$ cat src/rtl/in_packet_fifo_pkg.sv
// Shared router-port definitions for the input packet buffer.
//  FLIT_W / FIFO_DEPTH / FIFO_AF_LEVEL : default buffer geometry.
//  flit_t : flit field layout; route compute downstream reads dest/src.
package in_packet_fifo_pkg;

    localparam int FLIT_W        = 64;
    localparam int FIFO_DEPTH    = 4;
    localparam int FIFO_AF_LEVEL = 3;

    // Field offsets within a flit (LSB positions).
    localparam int PAYLOAD_LSB = 0;
    localparam int SRC_LSB     = 48;
    localparam int DEST_LSB    = 56;

    typedef struct packed {
        logic [7:0]  dest;
        logic [7:0]  src;
        logic [47:0] payload;
    } flit_t;

endpackage

$ cat src/rtl/in_packet_fifo_mem.sv
// Flit storage array for in_packet_fifo.
//  clk   : write clock
//  we    : write enable
//  waddr : write address
//  wdata : flit to store
//  raddr : read address
//  rdata : flit at raddr (asynchronous read)
// Contents are never reset; the pointers in the parent decide what is valid.
module in_packet_fifo_mem
    import in_packet_fifo_pkg::*;
#(
    parameter int DATA_W = FLIT_W,
    parameter int DEPTH  = FIFO_DEPTH,
    parameter int AW     = $clog2(DEPTH)
) (
    input  logic              clk,
    input  logic              we,
    input  logic [AW-1:0]     waddr,
    input  logic [DATA_W-1:0] wdata,
    input  logic [AW-1:0]     raddr,
    output logic [DATA_W-1:0] rdata
);

    logic [DATA_W-1:0] mem [DEPTH];

    always_ff @(posedge clk) begin
        if (we) mem[waddr] <= wdata;
    end

    assign rdata = mem[raddr];

endmodule

$ cat src/rtl/in_packet_fifo.sv
// Router input-port packet buffer, first-word-fall-through.
//  clk, reset  : clock, synchronous active-high reset
//  wr_en       : write request (writer honours full)
//  wr_data     : flit to store
//  full        : no free entry
//  almost_full : count >= AF_LEVEL
//  rd_en       : pop head flit
//  rd_data     : head flit, 0 when empty
//  empty       : no stored flit
//  count       : occupancy 0..DEPTH
//  overflow    : sticky, write attempted while full
//  underflow   : sticky, read attempted while empty
module in_packet_fifo
    import in_packet_fifo_pkg::*;
#(
    parameter int DATA_W   = FLIT_W,
    parameter int DEPTH    = FIFO_DEPTH,
    parameter int AF_LEVEL = FIFO_AF_LEVEL
) (
    input  logic                     clk,
    input  logic                     reset,
    input  logic                     wr_en,
    input  logic [DATA_W-1:0]        wr_data,
    output logic                     full,
    output logic                     almost_full,
    input  logic                     rd_en,
    output logic [DATA_W-1:0]        rd_data,
    output logic                     empty,
    output logic [$clog2(DEPTH):0]   count,
    output logic                     overflow,
    output logic                     underflow
);

    localparam int AW    = $clog2(DEPTH);
    localparam int PTR_W = AW + 1;
    localparam logic [PTR_W-1:0] AF_CNT = PTR_W'(AF_LEVEL);
    localparam logic [PTR_W-1:0] ONE    = PTR_W'(1);

    // Pointers carry one extra wrap bit so full and empty are distinguishable.
    logic [PTR_W-1:0]  wr_ptr, rd_ptr;
    logic              wr_acc, rd_acc;
    logic [DATA_W-1:0] mem_rdata;

    // Flags come from registered state only; wr_en/rd_en never feed them.
    assign empty       = (wr_ptr == rd_ptr);
    assign full        = (wr_ptr[AW-1:0] == rd_ptr[AW-1:0]) && (wr_ptr[AW] != rd_ptr[AW]);
    assign almost_full = (count >= AF_CNT);

    assign wr_acc = wr_en && !full;
    assign rd_acc = rd_en && !empty;

    // Memory write is gated by reset so a reset cycle has no side effects.
    in_packet_fifo_mem #(
        .DATA_W (DATA_W),
        .DEPTH  (DEPTH),
        .AW     (AW)
    ) u_mem (
        .clk   (clk),
        .we    (wr_acc && !reset),
        .waddr (wr_ptr[AW-1:0]),
        .wdata (wr_data),
        .raddr (rd_ptr[AW-1:0]),
        .rdata (mem_rdata)
    );

    assign rd_data = empty ? '0 : mem_rdata;

    always_ff @(posedge clk) begin
        if (reset) begin
            wr_ptr    <= '0;
            rd_ptr    <= '0;
            count     <= '0;
            overflow  <= 1'b0;
            underflow <= 1'b0;
        end else begin
            if (wr_acc) wr_ptr <= wr_ptr + ONE;
            if (rd_acc) rd_ptr <= rd_ptr + ONE;
            case ({wr_acc, rd_acc})
                2'b10:   count <= count + ONE;
                2'b01:   count <= count - ONE;
                default: count <= count;
            endcase
            if (wr_en && full)  overflow  <= 1'b1;
            if (rd_en && empty) underflow <= 1'b1;
        end
    end

endmodule

$ cat config.mk
export PLATFORM = sky130hd
export DESIGN_NAME = in_packet_fifo
export DESIGN_NICKNAME = d
export VERILOG_FILES = /design/src/rtl/in_packet_fifo_pkg.sv /design/src/rtl/in_packet_fifo_mem.sv /design/src/rtl/in_packet_fifo.sv
export SDC_FILE = /design/constraint.sdc
export NUM_CORES = 1
export LEC_CHECK = 0
export CAP_MARGIN = 20
export CORE_MARGIN = 2
export CORE_UTILIZATION = 55
export DETAILED_ROUTE_END_ITERATION = 8
export PLACE_DENSITY = 0.84
export REMOVE_ABC_BUFFERS = 1
export SYNTH_ARGS = -nofsm -noshare
export SYNTH_HDL_FRONTEND = slang
export SYNTH_SLANG_ARGS = --single-unit
$ cat constraint.sdc
create_clock -name clk -period 3.7 [get_ports clk]
set_input_delay 0.555 -clock clk [delete_from_list [all_inputs] [get_ports clk]]
set_output_delay 0.555 -clock clk [all_outputs]
set_load 0.02 [all_outputs]
# ---- After elaboration in Yosys (flattened, before gate mapping)
# Memories as Yosys holds them, arrays and structs flattened. A register that Yosys moved wholly into a read port is not among the register bits.
# Index checks and enable logic that the tools add are counted.
dict set report totals {
  out_inout_bits 72
  n_memories 1
  regBits 11
  in_bits 68
  mem_bits_rw 256
}
dict set report op_classes {
  add_sub_neg 4
  n_eq_ne 5
  mux 6
  n_reduce_logical 10
  magnitude_cmp 1
}
# name depth word_bits read_ports rd_ports_with_merged_regs write_ports line
set mem_list {}
lappend mem_list {u_mem.mem 4 64 1 1 1 in_packet_fifo_mem.sv:24} ;# logic [DATA_W-1:0] mem [DEPTH];
# cell count
set op_table {}
lappend op_table {{two-way mux 64 bit} 1}
lappend op_table {{adder 3 x 1 -> 3 bit (second input constant)} 3}
lappend op_table {{logical AND 1 bit} 6}
lappend op_table {{case mux 3 bit (2 select lines)} 1}
lappend op_table {{two-way mux 2 bit} 2}
lappend op_table {{== test 3 bit} 1}
lappend op_table {{>= comparator 3 x 2 -> 1 bit (second input constant)} 1}
lappend op_table {{logical NOT 1 bit} 3}
lappend op_table {{subtractor 3 x 1 -> 3 bit (second input constant)} 1}
lappend op_table {{== test 2 x 1 -> 1 bit (second input constant)} 1}
lappend op_table {{== test 2 bit} 1}
lappend op_table {{== test 2 bit (second input constant)} 1}
lappend op_table {{two-way mux 1 bit} 2}
lappend op_table {{nonzero test 2 bit} 1}
lappend op_table {{!= test 1 bit} 1}

# ---- Depth between registers and ports, before layout
# Gate-level depths: netlist of the first run.
dict set report depth {
  word_depth 7
  ltp_mapped 12
  depth_no_buf 9
}

# ---- Modules after synthesis
# Synthesis of the first run repeated with hierarchy kept, for this count alone.
dict set report hier_totals {
  hier_cells 492
  hier_area_um2 10680.2
}
# mod cells_each instances area_per_inst_um2 seq_area_each_um2
set modules_own_cells {}
lappend modules_own_cells {in_packet_fifo_mem 338 1 9341.5 7687.4}
lappend modules_own_cells {in_packet_fifo 154 1 1338.8 220.2}

# ---- Worst setup path after synthesis of the first run
# Ideal clock, no wire load.
dict set report synth_path {
  path_type {input to register}
  from {input wr_en}
  to {memory u_mem.mem[0][0] (netlist bit) (enable)}
  setup_slack_ns 0.708
  t_arrival_ns 2.563
  setup_ns 0.429
  path_stages 4
  cell_sequence {clkbuf_1 > inv_1 > nor2_1 > and3_1}
}
dict set report synth_via {
  elab_chain_len 4
}
# element line
set synth_lines {}
lappend synth_lines {{start: declaration} in_packet_fifo.sv:22} ;# input logic wr_en,
lappend synth_lines {{logical AND 1 bit} in_packet_fifo.sv:49} ;# assign wr_acc = wr_en && !full;
lappend synth_lines {{logical AND 1 bit} in_packet_fifo.sv:59} ;# .we (wr_acc && !reset),
lappend synth_lines {{two-way mux 1 bit} in_packet_fifo_mem.sv:27} ;# if (we) mem[waddr] <= wdata;
lappend synth_lines {{two-way mux 1 bit (not written as such)} in_packet_fifo_mem.sv:27}
lappend synth_lines {{end: declaration} in_packet_fifo_mem.sv:24}
# No other way between the ends.

# ---- Worst setup path in the final report of the first run
dict set report layout_path {
  from {register wr_ptr[1]}
  to {output rd_data[11]}
}
dict set report layout_via {
  elab_chain_len 2
}
# element line
set layout_lines {}
lappend layout_lines {{start: declaration} in_packet_fifo.sv:40} ;# logic [PTR_W-1:0] wr_ptr, rd_ptr;
lappend layout_lines {{start signal: assignment} in_packet_fifo.sv:76} ;# if (wr_acc) wr_ptr <= wr_ptr + ONE;
lappend layout_lines {{== test 3 bit} in_packet_fifo.sv:45} ;# assign empty = (wr_ptr == rd_ptr);
lappend layout_lines {{two-way mux 64 bit} in_packet_fifo.sv:66} ;# assign rd_data = empty ? '0 : mem_rdata;
lappend layout_lines {{end: declaration} in_packet_fifo.sv:27} ;# output logic [DATA_W-1:0] rd_data,
# No other way between the ends.

==> impl_results.md, run 1 <==
* Maximum fanout count along the critical path at 47
* Clock buffers created by TritonCTS at 26
* Switch share at 33.2%
* Initial Util at 55.8%
* Cell area after synthesis at 10800 sq um
* Number of global-route vias before repair at 5653
* Top Ports at 140
* DRC Markers at 0
* Switching Power at 3.70 mW
* Data arrival time of the worst path at 2810 ps
* Transition time of the tightest slew-check pin at 784 ps
* Final antenna-violating net count at 0
* Max-slew violations at 0
* Distinct cell type count after synthesis at 38
* Gate count of the mapped netlist at 501
* Data required time of the critical path at 3140 ps
* Crit path max-delay family: buffers and inverters
* Final non-filler cell total at 942
* Final setup violation count at 0
* Height of the chip at 144 um
* Highest achievable clock rate at 0.298 GHz
* Wire length of the first global-routing pass at 31600 um
* Sequential share of power at 34.2%
* Final hold violations at 0
* Clock-pin slew on the worst setup and hold paths at 60 ps
* Part of the Yosys area used for sequential elements at 73.4%
* Top area cells in the synthesized netlist: sky130_fd_sc_hd__edfxtp_1 71%, sky130_fd_sc_hd__mux4_2 13%, sky130_fd_sc_hd__nor2b_4 4.8%
* All-layer global routing usage at 20.2%
* Class of the most critical setup path: flip-flop to primary output
* Routed via count at 5342
* P_int at 7.46 mW
* Pre-CTS setup slack at 726 ps
* Worst max-slew margin expressed relative to the limit at 47.3%
* Level count of the clock H-tree at 1
* Total power divided by cell area at 835 nW/um^2
* Sum of buffers and inverters on the critical path at 2
* Total of max-cap violations at 0
* Critical path's slowest cell: sky130_fd_sc_hd__dfxtp_1
* Total of flip-flops plus latches after synthesis at 269
* Iteration-0 DRC Markers at 367
* Standby leakage power at 4.37 nW
* Delay of the slowest cell on the worst path at 540 ps
* First-pass detailed-route iteration total at 4
* Worst setup SP type: flip-flop
* Largest net degree at the start of global routing at 65
* Most instantiated flip-flop cell in the synthesis netlist: sky130_fd_sc_hd__edfxtp_1
* Number of synthesized flops with an enable pin at 256
* Remaining Overflow, GRT at 0
* X dimension of the die at 144 um
* Ratio of final minimum period to clock period at 90.8%
* Total power at 11.2 mW
* Site row count at 51
* Most used standard cell by instance count after synthesis: sky130_fd_sc_hd__edfxtp_1
* Largest vdd supply drop at 0.831 mV
* Area of the die at 20800 sq um
* Proportion of power drawn by combinational gates at 44.2%
* Placer's final routability congestion estimate at 0.816
* Post-route cell area at 13400 sq um
* Maximum number of buffers from clock root to sink at 3
* Setup repair after global routing missed its margin: false
* Warning count from the yosys run at 0
* Result of the run: complete, no violations
* Final-layout setup total negative slack at 0 ps
* HPWL after detailed placement at 12800 um
* Total of buffers placed on input and output ports at 139
* Share of post-route cells with drive strength above 1 at 23.8%
* Total number of nets in the final design at 733
* Sink Count at 269
* Insertion delay of the later-clocked pin in the worst-skew pair at 520 ps
* Initial antenna violation count at 1
* Async set-or-reset flop fraction in the synthesized netlist at 0%
* PnR worst setup slack at 339 ps
* Number of buffers inserted for hold repair after clock tree synthesis at 0
* Post-CTS setup-driven buffer insertion count at 0
* Syn-to-layout area delta at 23.4%
* Share of power burned in the clock network at 21.6%
* Clock tree skew after final layout at 11.5 ps
* Via density at 5.67
* Sum of routed wire length over all layers at 20500 um
* Per-cell routed wire length at 21.8 um
* # resized after CTS at 0
* Top cell type by total area after synthesis: sky130_fd_sc_hd__edfxtp_1
* CTS tree: built
* CP Capture Type: primary output
* Post-Syn Area per Cell at 21.6 sq um
* Inst Count DP at 895
* Critical-path cell list: xor2_1 > nor3_4 > buf_12 > and2b_1 > clkdlybuf4s50_1
* Fraction of post-synthesis cell area in the top cell type by area at 71.0%
* Placement Cell Area at 12600 sq um
* Post-layout min period at 3360 ps
* Most frequent cells after synthesis: 256 x sky130_fd_sc_hd__edfxtp_1, 64 x sky130_fd_sc_hd__mux4_2, 38 x sky130_fd_sc_hd__nor2b_4
* Hold Path Class: flip-flop to flip-flop
* Cell at the root of the clock tree: sky130_fd_sc_hd__clkbuf_16
* Total core area at 19400 sq um
[metrics by stage]
stage                     util, %  hold WS (ps)
final                        68.9           483
after CTS                    68.9           490
after global placement       64.8           463
after floorplan                 -           510
after global routing         68.9           521
after detailed placement     64.8           465
[registers in the layout (all words and copies together) (netlist names), named ones only]
signal     flops
u_mem.mem    256
count          3
rd_ptr         3
wr_ptr         3
overflow       1
underflow      1
[final timing paths]
kind	from	to	slack [ps]	depth (start not counted)
setup reg to reg	wr_ptr[1]	count[2]	760	9
setup / recovery	wr_ptr[1]	rd_data[11]	340	5
hold reg to reg	underflow	underflow	480	2
hold / removal	underflow	underflow	480	2
[tightest hold or removal path, stage by stage, from the launching register on]
cell	delay, ps
sky130_fd_sc_hd__dfxtp_1	330
sky130_fd_sc_hd__a41oi_1	40
sky130_fd_sc_hd__nor2_1	80
[cells by family after synthesis]
group / after synthesis / share of synthesized area, %
and+or+nand+nor: 101 / 8.45
adders and majority gates: 7 / 0.878
buffers and inverters: 32 / 2.00
AOI/OAI and AO/OA: 20 / 1.23
xor gates and xnor gates: 8 / 0.717
muxes: 64 / 13.3
DFF: 269 / 73.4
[layout by cell type, fill, tap and decap left out, types with 2 or more instances in the layout]
master / netlist / routed
sky130_fd_sc_hd__nand3_1: 6 / 6
sky130_fd_sc_hd__and2b_1: 14 / 14
sky130_fd_sc_hd__ha_1: 6 / 6
sky130_fd_sc_hd__nand2_1: 5 / 5
sky130_fd_sc_hd__o21ai_0: 5 / 5
sky130_fd_sc_hd__clkbuf_1: 7 / 9
sky130_fd_sc_hd__xnor2_1: 3 / 3
sky130_fd_sc_hd__buf_12: 4 / 6
sky130_fd_sc_hd__clkdlybuf4s50_1: 0 / 139
sky130_fd_sc_hd__clkinv_2: 0 / 4
sky130_fd_sc_hd__a41oi_1: 4 / 4
sky130_fd_sc_hd__a211o_1: 2 / 2
sky130_fd_sc_hd__clkinv_1: 0 / 3
sky130_fd_sc_hd__nor2_1: 6 / 6
sky130_fd_sc_hd__clkbuf_16: 0 / 27
sky130_fd_sc_hd__clkbuf_8: 0 / 3
sky130_fd_sc_hd__buf_4: 4 / 8
sky130_fd_sc_hd__mux4_2: 64 / 64
sky130_fd_sc_hd__a21oi_1: 4 / 4
sky130_fd_sc_hd__nand4_1: 4 / 4
sky130_fd_sc_hd__edfxtp_1: 256 / 256
sky130_fd_sc_hd__xor2_1: 4 / 4
sky130_fd_sc_hd__inv_1: 8 / 8
sky130_fd_sc_hd__nor3b_1: 4 / 4
sky130_fd_sc_hd__and3_4: 0 / 4
sky130_fd_sc_hd__nor2b_1: 14 / 14
sky130_fd_sc_hd__dfxtp_4: 0 / 2
sky130_fd_sc_hd__dfxtp_1: 13 / 11
sky130_fd_sc_hd__o211ai_1: 2 / 2
sky130_fd_sc_hd__a31oi_1: 2 / 2
sky130_fd_sc_hd__nor2b_4: 38 / 38
[final cells by class]
class | instances | area (sq um)
sequential | 269 | 7960
fill | 1238 | 6040
multi-input combinational | 200 | 2690
timing repair buffer | 153 | 1570
clock buffer | 39 | 751
tap | 265 | 332
clock inverter | 7 | 31.3
inverter | 8 | 30.0
antenna | 1 | 2.50
[power by group through the flow]
stage	combinational (mW)	clock, mW	sequential [mW]
finish	4.93	2.41	3.81
CTS	5.01	2.46	3.81
global placement	4.91	0	3.85
detailed placement	4.97	0	3.88
global route	5.24	2.58	3.84
floorplan	2.15	0	4.00
[layer usage]
metal / up-vias / part of all wire [%] / GRT usage [%]
met3: 41 / 7.0 / 4.54
met2: 208 / 51 / 34.2
met5: - / 0 / 0
met4: 0 / 1.5 / 4.04
li1: 2337 / - / -
met1: 2756 / 40 / 27.5
Power figures use the tool's default switching activity.
==> inputs of run 2 (changes only) <==
--- a/config.mk
+++ b/config.mk
@@ -7,9 +7,9 @@
 export LEC_CHECK = 0
 export CAP_MARGIN = 20
 export CORE_MARGIN = 2
-export CORE_UTILIZATION = 55
+export CORE_UTILIZATION = 25
 export DETAILED_ROUTE_END_ITERATION = 8
-export PLACE_DENSITY = 0.84
+export PLACE_DENSITY = 0.47
 export REMOVE_ABC_BUFFERS = 1
 export SYNTH_ARGS = -nofsm -noshare
 export SYNTH_HDL_FRONTEND = slang
==> run 2 against run 1 <==
  * Wire length up 21%
  * Clock skew increased by 6.3 ps
  * Final cell count increased by 35%
  * Worst hold slack improved by 14 ps
  * Sequential cell count stayed put
  * Cell area rose by 4.4%
==> impl_results.md, run 2 (synthesis gave the netlist of run 1 again) <==
* Total core area at 42900 sq um
* HPWL after detailed placement at 15300 um
* Final setup violation count at 0
* Worst max-slew margin expressed relative to the limit at 46.3%
* Post-layout min period at 3550 ps
* Maximum number of buffers from clock root to sink at 3
* Placement Cell Area at 13000 sq um
* Result of the run: complete, no violations
* Site row count at 76
* Top library cells by usage in the layout, fill and taps aside: 256 x sky130_fd_sc_hd__edfxtp_1, 139 x sky130_fd_sc_hd__clkdlybuf4s50_1, 64 x sky130_fd_sc_hd__mux4_2, 38 x sky130_fd_sc_hd__nor2b_4, 29 x sky130_fd_sc_hd__clkbuf_16
* Number of global-route vias before repair at 6005
* Insertion delay of the later-clocked pin in the worst-skew pair at 550 ps
* Initial Util at 25.2%
* Largest vdd supply drop at 0.739 mV
* R2R Setup Slk at 930 ps
* Initial antenna violation count at 1
* Transition time of the tightest slew-check pin at 806 ps
* Hold Path Class: flip-flop to flip-flop
* Share of post-route cells with drive strength above 1 at 24.7%
* Top Ports at 140
* Highest achievable clock rate at 0.282 GHz
* Level count of the clock H-tree at 1
* Placer's final routability congestion estimate at 0.732
* Standby leakage power at 4.45 nW
* Filler Cell Count at 4091
* Height of the chip at 212 um
* Clock tree skew after final layout at 17.8 ps
* Data required time of the critical path at 3140 ps
* Class of the most critical setup path: flip-flop to primary output
* Per-cell routed wire length at 19.6 um
* Ratio of final minimum period to clock period at 95.9%
* Leading cell type in the layout, fill and taps excluded: sky130_fd_sc_hd__edfxtp_1
* Syn-to-layout area delta at 28.8%
* Wire length of the first global-routing pass at 37300 um
* Clock-pin slew on the worst setup and hold paths at 60 ps
* Max-slew violations at 0
* Data arrival time of the worst path at 2990 ps
* Post-route cell area at 13900 sq um
* First-pass detailed-route iteration total at 4
* Final hold violations at 0
* Total of buffers placed on input and output ports at 139
* Maximum fanout count along the critical path at 44
* Sink Count at 269
* Clock buffers created by TritonCTS at 29
* Total number of nets in the final design at 735
* All-layer global routing usage at 11.1%
* Cell at the root of the clock tree: sky130_fd_sc_hd__clkbuf_16
* Remaining Overflow, GRT at 0
* Via density at 4.17
* Flip-flop count of the largest register, all copies and words added at 256
* Most flops, register: u_mem.mem
* Number of buffers inserted for hold repair after clock tree synthesis at 0
* Sum of routed wire length over all layers at 24900 um
* Total power divided by cell area at 845 nW/um^2
* Routed via count at 5292
* Iteration-0 DRC Markers at 329
* Worst setup SP type: flip-flop
* Largest net degree at the start of global routing at 65
* CTS tree: built
* DRC Markers at 0
* Total of max-cap violations at 0
* X dimension of the die at 212 um
* CP Capture Type: primary output
* Final-layout setup total negative slack at 0 ps
* Area of the die at 45000 sq um
* Setup repair after global routing missed its margin: false
* Final antenna-violating net count at 0
## run 2: changes by cell type in the layout (fill, tap and decap cells not counted), sizes merged
cell	previous run	this run
clkinv	7	11
buf	14	13
clkinvlp	0	1
inv	8	11
bufinv	0	4
clkbuf	39	35
## run 2: what timing repair did
| action | CTS | global route |
|---|---|---|
| resized for setup | 0 | 1 |
| buffers inserted | 0 | 0 |
| setup endpoints to repair | 0 | 1 |
## run 2: through the flow
stage / power [mW] / std cells / hold slack, ps / utilization [%] / worst slack, ps
after floorplan: 6.14 / 477 / 510 / - / -3040
after global placement: 9.01 / 1214 / 492 / 30.3 / 783
after detailed placement: 9.07 / 1214 / 492 / 30.3 / 678
after CTS: 12.0 / 1268 / 515 / 32.5 / 59.7
after global routing: 12.4 / 1269 / 565 / 32.5 / 10.3
final: 11.8 / 1269 / 498 / 32.5 / 152
## run 2: worst max-delay path: stages (launching register included)
cell                              delay, ps
sky130_fd_sc_hd__dfxtp_1                510
sky130_fd_sc_hd__xor2_1                 450
sky130_fd_sc_hd__nor3_4                 100
sky130_fd_sc_hd__buf_12                 250
sky130_fd_sc_hd__nor2b_1                410
sky130_fd_sc_hd__clkdlybuf4s50_1        690
## run 2: power by group
group          leakage, nW  switching, mW  internal (mW)
registers             2.43          0.231           3.64
clock network        0.465           1.16           1.72
logic                 1.55           2.60           2.43
total                 4.45           3.99           7.79
## run 2: worst paths after layout
kind             start           to  cells after the start
min           overflow     overflow                      2
min reg2reg   overflow     overflow                      2
max reg2reg  wr_ptr[1]     count[2]                     10
max          wr_ptr[1]  rd_data[13]                      5
## run 2: area by class of cell
type,instances,area [sq um],share of cell area [%]
Multi-Input combinational cell,200,2700,19.3
Clock inverter,19,204,1.46
Timing Repair Buffer,152,1580,11.3
Antenna cell,1,2.50,0.0179
Tap cell,585,732,5.25
Clock buffer,35,748,5.37
Sequential cell,269,7960,57.1
Inverter,8,30.0,0.215
## run 2: per-layer routing
metal	share of wire, %	GRT usage [%]	vias to the layer above
li1	-	-	2345
met1	43	14.4	2777
met2	49	18.8	132
met3	5.6	2.42	38
met4	2.1	3.11	0
met5	0	0	-
==> inputs of run 3 (changes only) <==
--- a/config.mk
+++ b/config.mk
@@ -11,6 +11,7 @@
 export DETAILED_ROUTE_END_ITERATION = 8
 export PLACE_DENSITY = 0.47
 export REMOVE_ABC_BUFFERS = 1
+export SKIP_CTS_REPAIR_TIMING = 1
 export SYNTH_ARGS = -nofsm -noshare
 export SYNTH_HDL_FRONTEND = slang
 export SYNTH_SLANG_ARGS = --single-unit
==> results of run 3 <==
No change in the layout: final DEF, timing and power equal those of run 2.
==> RTL change (config.mk and constraints of run 1) <==
Set the package constant `FIFO_DEPTH` to 8 (it was 4).
--- a/src/rtl/in_packet_fifo_pkg.sv
+++ b/src/rtl/in_packet_fifo_pkg.sv
@@ -5,5 +5,5 @@
 
     localparam int FLIT_W        = 64;
-    localparam int FIFO_DEPTH    = 4;
+    localparam int FIFO_DEPTH    = 8;
     localparam int FIFO_AF_LEVEL = 3;
 
Interface: changed (resized count); port bits go from 140 to 141. No check against the original RTL was run, so the function may have changed too.
==> RTL change against run 1 <==
  * Sequential cell count rose by 260
  * Setup slack got worse by 0.18 ns
  * Die area rose by 85%
  * Wire length rose by 93%
  * Synthesized area rose by 88%
  * Power rose by 27%
  * Global-route usage rose by 0.92 points
  * Highest routed layer is now met5
  * Cell area rose by 81%
==> RTL change: results (changes against run 1) <==
.. list-table::
   :header-rows: 1

   * - Metric
     - Value
   * - Result of the run
     - finished clean
   * - Area of combinational cells with multiple inputs
     - 0.004447 mm^2 (+65%)
   * - Net count, final
     - 1,167 (+59%)
   * - Met1 track demand over resource in global routing
     - 28.70% (+1.2 points)
   * - Buffers added on ports
     - 140 (+0.72%)
   * - Plain + repair buffers
     - 173 (+13%)
   * - Sequential fraction of the synthesis area
     - 77.25% (+3.8 points)
   * - Most numerous cell types in the synthesized netlist
     - sky130_fd_sc_hd__edfxtp_1 (512), sky130_fd_sc_hd__mux4_2 (128), sky130_fd_sc_hd__nor2_1 (79), sky130_fd_sc_hd__mux2i_1 (67), sky130_fd_sc_hd__buf_2 (18)
   * - Cell Count Post-Placement
     - 1,505 (+68%)
   * - Hold slack final
     - 0.4742 ns (-0.009142 ns)
   * - Count of antenna diodes in the layout
     - 2 (+1)
   * - Number of logic inverters in the finished layout
     - 3 (-5)
   * - Met2 layer wire length in the routed design
     - 20,510 um (+96%)
   * - Number of clock buffers in the layout
     - 58 (+49%)
   * - Number of multi-input logic gates
     - 337 (+69%)
   * - First-pass detailed-route iteration total
     - 5 (+1)
   * - Top post-synthesis cells by area
     - sky130_fd_sc_hd__edfxtp_1 (76%), sky130_fd_sc_hd__mux4_2 (14%), sky130_fd_sc_hd__mux2i_1 (3.3%)
   * - Routability-driven placement congestion ratio
     - 0.7433 (-8.9%)
   * - Vias per Instance
     - 6.025 (+6.2%)
   * - DR WL/cell
     - 24.76 um (+14%)
   * - Number of synthesized flops with an enable pin
     - 512 (+100%)
   * - Critical path peak fanout
     - 43 (-8.5%)
   * - Footprint of the flip-flops and latches
     - 0.01573 mm^2 (+98%)
   * - Initial detailed-routing violation count
     - 746 (+100%)
   * - Xor/xnor cell area share of the yosys netlist
     - 0.7073% (-0.0093 points)
   * - Multi-input gate share of the layout cell area
     - 18.38% (-1.7 points)
   * - GR Layer Usage met2
     - 35.64% (+1.4 points)
-- RTL change: changes by cell type in the layout (fill, tap and decap cells not counted), sizes merged, moves of 5 or more --
cell,delta
and3,-5
nor4,+5
nor2b,-51
nor2,+72
mux2i,+67
clkbuf,+19
buf,+19
mux4,+64
and2b,-14
edfxtp,+256
clkinv,+17
nand3,-5
-- RTL change: cells by family after synthesis --
group | after synthesis
muxes | 196
DFF | 529
and+or+nand+nor | 108
xor gates and xnor gates | 10
buffers and inverters | 50
adders and majority gates | 5
AOI/OAI and AO/OA | 18
-- RTL change: worst max-delay path: stages (launching register included) --
cell                              delay [ns]
sky130_fd_sc_hd__dfxtp_4                0.76
sky130_fd_sc_hd__buf_12                 0.34
sky130_fd_sc_hd__mux4_2                 0.35
sky130_fd_sc_hd__mux2i_1                0.25
sky130_fd_sc_hd__nor2_1                 0.11
sky130_fd_sc_hd__clkdlybuf4s50_1        0.58
-- RTL change: worst max path at each step --
stage / cells past startpoint / start / slack, ns / to
after floorplan: 3 / wr_ptr[1] / -4.54 / u_mem.mem[0][0]
after global placement: 5 / register / 0.67 / rd_data[3]
after detailed placement: 5 / register / 0.68 / rd_data[3]
after CTS: 5 / register / 0.05 / rd_data[50]
after global routing: 5 / register / 0.03 / rd_data[50]
final: 5 / register / 0.16 / rd_data[50]
-- RTL change: power by group --
part | total [W] | switching, W | internal, W | leakage, nW
sequential | 0.00679 | 0.000104 | 0.00668 | 4.77
combinational | 0.00266 | 0.00132 | 0.00134 | 1.92
clock | 0.00476 | 0.00210 | 0.00267 | 0.749
total | 0.0142 | 0.00352 | 0.0107 | 7.44
-- RTL change: timing repair --
item | 4_1_cts | 5_1_grt
gates resized for setup | 0 | 1
buffers inserted | 0 | 5
setup endpoints to repair | 0 | 1
hold endpoints to repair | 0 | 0
